File: src/rtl/mdu_riscv.sv
// Iterative RV32M multiply/divide unit: radix-2 shift-add multiply, restoring divide.
// Define MDU_FAST_MUL_EN to replace the iterative multiply with a single-cycle one.
module mdu_riscv (
    input  logic        clk_i,
    input  logic        rst_ni,
    input  logic        req_i,
    input  logic [2:0]  mdu_op_i,
    input  logic [31:0] a_i,
    input  logic [31:0] b_i,
    output logic        ready_o,
    output logic        valid_o,
    output logic [31:0] result_o
);

    localparam logic [2:0] OP_MUL    = 3'b000;
    localparam logic [2:0] OP_MULH   = 3'b001;
    localparam logic [2:0] OP_MULHSU = 3'b010;
    localparam logic [2:0] OP_DIV    = 3'b100;
    localparam logic [2:0] OP_REM    = 3'b110;

    typedef enum logic [1:0] {
        S_IDLE,
        S_BUSY,
        S_DONE
    } state_e;

    state_e      state_q, state_d;
    logic [4:0]  cnt_q, cnt_d;
    logic [2:0]  op_q, op_d;
    logic [63:0] acc_q, acc_d;
    logic [31:0] opb_q, opb_d;
    logic        negq_q, negq_d;
    logic        negr_q, negr_d;
    logic [31:0] res_q, res_d;
    logic        valid_q, valid_d;
    logic        ready_q, ready_d;

    logic        is_div, a_sgn, b_sgn, sa, sb;
    logic [31:0] a_mag, b_mag;
    logic        div_zero, div_ovf, early;
    logic [31:0] early_res;

`ifdef MDU_FAST_MUL_EN
    logic signed [32:0] fa, fb;
    logic signed [63:0] fp;
`endif

    always_comb begin
        is_div    = mdu_op_i[2];
        a_sgn     = (mdu_op_i == OP_MULH) || (mdu_op_i == OP_MULHSU)
                 || (mdu_op_i == OP_DIV)  || (mdu_op_i == OP_REM);
        b_sgn     = (mdu_op_i == OP_MULH) || (mdu_op_i == OP_DIV)
                 || (mdu_op_i == OP_REM);
        sa        = a_sgn & a_i[31];
        sb        = b_sgn & b_i[31];
        a_mag     = sa ? -a_i : a_i;
        b_mag     = sb ? -b_i : b_i;
        div_zero  = is_div && (b_i == 32'h0);
        div_ovf   = ((mdu_op_i == OP_DIV) || (mdu_op_i == OP_REM))
                 && (a_i == 32'h8000_0000) && (b_i == 32'hFFFF_FFFF);
        early     = div_zero || div_ovf;
        early_res = 32'h0;
        if (div_zero) begin
            early_res = mdu_op_i[1] ? a_i : 32'hFFFF_FFFF;
        end else if (div_ovf) begin
            early_res = mdu_op_i[1] ? 32'h0 : 32'h8000_0000;
        end
`ifdef MDU_FAST_MUL_EN
        fa = {sa, a_i};
        fb = {sb, b_i};
        fp = fa * fb;
        if (!is_div) begin
            early     = 1'b1;
            early_res = (mdu_op_i == OP_MUL) ? fp[31:0] : fp[63:32];
        end
`endif
    end

    logic [32:0] mul_sum;
    logic [63:0] mul_nxt;
    logic [32:0] div_shl;
    logic [33:0] div_dif;
    logic        div_bit;
    logic [31:0] div_rem;
    logic [63:0] div_nxt;
    logic [63:0] step, prod;
    logic [31:0] quo, rem, fin_res;
    logic        unused_dif;

    // acc holds {hi, multiplier} for MUL ops and {remainder, dividend/quotient} for DIV ops
    always_comb begin
        mul_sum    = {1'b0, acc_q[63:32]} + (acc_q[0] ? {1'b0, opb_q} : 33'd0);
        mul_nxt    = {mul_sum, acc_q[31:1]};
        div_shl    = {acc_q[63:32], acc_q[31]};
        div_dif    = {1'b0, div_shl} - {2'b00, opb_q};
        div_bit    = ~div_dif[33];
        div_rem    = div_bit ? div_dif[31:0] : div_shl[31:0];
        div_nxt    = {div_rem, acc_q[30:0], div_bit};
        unused_dif = div_dif[32];
        step       = op_q[2] ? div_nxt : mul_nxt;
        prod       = negq_q ? -step : step;
        quo        = negq_q ? -step[31:0] : step[31:0];
        rem        = negr_q ? -step[63:32] : step[63:32];
        if (op_q[2]) begin
            fin_res = op_q[1] ? rem : quo;
        end else begin
            fin_res = (op_q == OP_MUL) ? prod[31:0] : prod[63:32];
        end
    end

    always_comb begin
        state_d = state_q;
        cnt_d   = cnt_q;
        op_d    = op_q;
        acc_d   = acc_q;
        opb_d   = opb_q;
        negq_d  = negq_q;
        negr_d  = negr_q;
        res_d   = res_q;
        unique case (state_q)
            S_IDLE: begin
                if (req_i) begin
                    op_d   = mdu_op_i;
                    negq_d = sa ^ sb;
                    negr_d = sa;
                    acc_d  = {32'h0, a_mag};
                    opb_d  = b_mag;
                    cnt_d  = 5'd0;
                    if (early) begin
                        res_d   = early_res;
                        state_d = S_DONE;
                    end else begin
                        state_d = S_BUSY;
                    end
                end
            end
            S_BUSY: begin
                acc_d = step;
                cnt_d = cnt_q + 5'd1;
                if (cnt_q == 5'd31) begin
                    res_d   = fin_res;
                    state_d = S_DONE;
                end
            end
            S_DONE: begin
                state_d = S_IDLE;
            end
            default: begin
                state_d = S_IDLE;
            end
        endcase
        ready_d = (state_d == S_IDLE);
        valid_d = (state_d == S_DONE);
    end

    always_ff @(posedge clk_i or negedge rst_ni) begin
        if (!rst_ni) begin
            state_q <= S_IDLE;
            cnt_q   <= 5'd0;
            op_q    <= 3'd0;
            acc_q   <= 64'h0;
            opb_q   <= 32'h0;
            negq_q  <= 1'b0;
            negr_q  <= 1'b0;
            res_q   <= 32'h0;
            valid_q <= 1'b0;
            ready_q <= 1'b1;
        end else begin
            state_q <= state_d;
            cnt_q   <= cnt_d;
            op_q    <= op_d;
            acc_q   <= acc_d;
            opb_q   <= opb_d;
            negq_q  <= negq_d;
            negr_q  <= negr_d;
            res_q   <= res_d;
            valid_q <= valid_d;
            ready_q <= ready_d;
        end
    end

    assign ready_o  = ready_q;
    assign valid_o  = valid_q;
    assign result_o = res_q;

endmodule

File: config.mk
export PLATFORM = sky130hd
export DESIGN_NAME = mdu_riscv
export DESIGN_NICKNAME = d
export VERILOG_FILES = /design/src/rtl/mdu_riscv.sv
export SDC_FILE = /design/constraint.sdc
export NUM_CORES = 1
export LEC_CHECK = 0
export CORE_MARGIN = 5
export CORE_UTILIZATION = 62
export CTS_CLUSTER_DIAMETER = 150
export DETAILED_ROUTE_END_ITERATION = 7
export GPL_TIMING_DRIVEN = 0
export HOLD_SLACK_MARGIN = 0.05
export PLACE_DENSITY_LB_ADDON = 0.05
export SYNTH_ARGS = -nofsm -noshare
export SYNTH_HDL_FRONTEND = slang
export SYNTH_SLANG_ARGS = --single-unit
File: constraint.sdc
create_clock -name clk_i -period 6.4 [get_ports clk_i]
set_input_delay 0.96 -clock clk_i [delete_from_list [all_inputs] [get_ports clk_i]]
set_output_delay 0.96 -clock clk_i [all_outputs]
set_load 0.01 [all_outputs]
==> results.json <==
{
  "avgViaCountPerCell": 7.172,
  "design_area_um2": 17640,
  "first_pass_iters": 7,
  "synth_nets": 2227,
  "setup_viol": 1,
  "htreeDepth": 4,
  "ctsRootBufferMaster": "clkbuf_16",
  "area_growth_pct": 13.31,
  "clk_pin_slew_worst_paths_ps": 80,
  "yosysUniqueCellTypes": 104,
  "rows": 58,
  "dp_hpwl_um": 50720,
  "portBuffers": 103,
  "slew_viol_final": 0,
  "synthTopCellsByArea": "dfrtp_1, o21ai_0, xnor2_1",
  "hold_class": "input pin to asynchronous set/reset pin",
  "relSlewSlack_pct": 10.13,
  "die_h_um": 168.5,
  "min_period_ps": 6445,
  "arrival_ps": 6820,
  "worst_path_max_delay_cell": "clkbuf_1",
  "setup_slack_ps": -45.34,
  "yosysMostFrequentCell": "nand2_1",
  "grt_busiest_layer": "met2",
  "drt_iter0_drc": 3393,
  "yosysWarnings": 0,
  "maxCapViolCount": 0,
  "synthCells": 2084,
  "drcViolationCount": 0,
  "final_nets": 2350,
  "synth_ff_type": "dfrtp_1",
  "end_kind": "flop",
  "grt_pass1_vias": 16869,
  "start_kind": "flop",
  "dieArea_um2": 28380,
  "post-route-util_pct": 70.65,
  "antenna_found_initial": 2,
  "grt_max_degree": 94,
  "synth_top_area_share_pct": 22.67,
  "place_area_um2": 17040,
  "grt_util_all_layers_pct": 43.95,
  "path_delay_family": "buffers and inverters",
  "vias": 18297,
  "async_flop_share_pct": 100.0,
  "cts_tree": "done",
  "synth_area_um2": 15570,
  "cts_buffer_depth": 2,
  "worst-path-buf-inv": 9,
  "cpMostUsedCell": "buf_2",
  "grt_use_met2_pct": 63.84,
  "path_cells": "buf_4, buf_2, buf_2, buf_2, buf_2, buf_1, buf_1, clkbuf_1, clkbuf_1, nand2_1, nor2_1, nor2_1, o21ai_0, a21oi_1, a31oi_1",
  "wl_um": 64710,
  "clock_skew_ps": 17.28,
  "seq_area_frac_synth_pct": 22.84,
  "die_width_um": 168.5,
  "globalRoute.totalOverflow": 0,
  "syn_avg_cell_area_um2": 7.469,
  "fmax_ghz": 0.1552,
  "worst-path-max-fanout": 10,
  "place_congestion": 1.116,
  "cts_sinks": 142,
  "yosysTopAreaCell": "dfrtp_1",
  "path_class": "flop to flop",
  "ant_nets": 0,
  "clkLatencyLatePin_ps": 450,
  "grt_pass1_wl_um": 97570,
  "worstPathRequired_ps": 6770,
  "timing.critical_path.slowest_cell_delay_ps": 920,
  "outcome": "finished, violations left",
  "grtUsageMet1_pct": 60.39,
  "fin_crit_sh_pct": 100.7,
  "worst_pin_slew_ps": 1348,
  "met3_usage_pct": 15.39,
  "violations": "negative setup slack",
  "yosys-top-cells-count": "nand2_1, o21ai_0, nor2_1",
  "final_layout_size_suffix_gt1_share_pct": 4.775,
  "ios": 104,
  "initial_core_util_pct": 62.35,
  "synth_seq_cells": 142,
  "core_um2": 24960,
  "wl_per_cell_um": 25.37,
  "cts_buffers": 17,
  "hold_violations": 0,
  "synth_edf_count": 0
}
## state kept, by name, indices dropped and copies added, names as in the netlist
| signal | flops |
|---|---|
| acc_q | 64 |
| op_q | 3 |
| result_o | 32 |
| valid_o | 1 |
| state_q | 2 |
| negq_q | 1 |
| negr_q | 1 |
| ready_o | 1 |
| opb_q | 32 |
| cnt_q | 5 |
## per-stage QoR
step           cells  TNS, ps  worst slack [ps]  hold WS [ps]
3_5_place_dp    2518   -809.7            -431.7         495.2
3_3_place_gp    2517  -192390             -1376         469.8
6_report        2551   -45.34            -45.34         422.6
4_1_cts         2549        0             137.8         457.8
5_1_grt         2550   -6.512            -6.512         484.8
2_1_floorplan   2084        0              1203         450.0
## final cells by class
cell class,count,area [um2]
diodes,1,2.502
plain buffers,122,504.2
clock buffers,18,439.2
clock inverters,14,125.1
fillers,2169,7326
inverters,78,292.8
multi-input cells,1741,11240
flip-flops and latches,142,3555
well taps,330,412.9
repair buffers,105,1067
## kinds of logic (layout without fill, tap and decap cells)
logic type,count (synthesis),count (layout),share of synthesized area [%]
other cells,0,1,0
xor+xnor,184,184,10.35
simple gates,723,723,22.74
compound gates,718,718,30.19
fa+ha+maj,73,73,5.964
buf+inv,201,337,5.144
mux,43,43,2.773
flops,142,142,22.84
## repair_timing
action	in CTS	in global routing
setup buffers	0	1
hold buffers	0	0
resized for setup	3	2
endpoints found under the setup margin	3	2
pin swaps	0	1
## routing by layer
| layer | routed length, um | up-vias |
|---|---|---|
| met5 | 42 | - |
| met4 | 3050 | 6 |
| met3 | 10860 | 282 |
| met2 | 26190 | 1559 |
| met1 | 24580 | 8536 |
| li1 | - | 7914 |
## path summary, 6_finish.rpt
kind                                end         from  cells past startpoint  slack (ps)
max in group asynchronous     acc_q[16]       rst_ni                      2        5060
setup reg to reg           result_o[18]      op_q[2]                     15         -50
setup / recovery           result_o[18]      op_q[2]                     15         -50
hold reg to reg             result_o[0]  result_o[0]                      2         510
hold / removal                acc_q[50]       rst_ni                      1         420
min in group clk_i          result_o[0]  result_o[0]                      2         510
## placed cells by master, fill, tap and decap left out, types with 10 or more instances in the layout
cell	instances
nand2_1	255
o21ai_0	217
nor2_1	160
a21oi_1	151
dfrtp_1	141
xnor2_1	111
clkdlybuf4s50_1	102
clkbuf_1	94
inv_1	76
xor2_1	73
ha_1	71
nor3_1	45
and2_1	44
mux2i_1	42
o31ai_1	37
o221ai_1	34
nand4_1	33
nand3_1	33
nand2b_1	27
o211ai_1	25
a31oi_1	24
or3_1	21
a21o_1	20
a211oi_1	18
o21a_1	17
clkbuf_16	17
buf_2	16
and3_1	16
o21ai_1	13
nor3b_1	10
o22ai_1	10
Power is not shown: default switching activity piles up to over one toggle a cycle in this logic, so the estimate is an artifact.
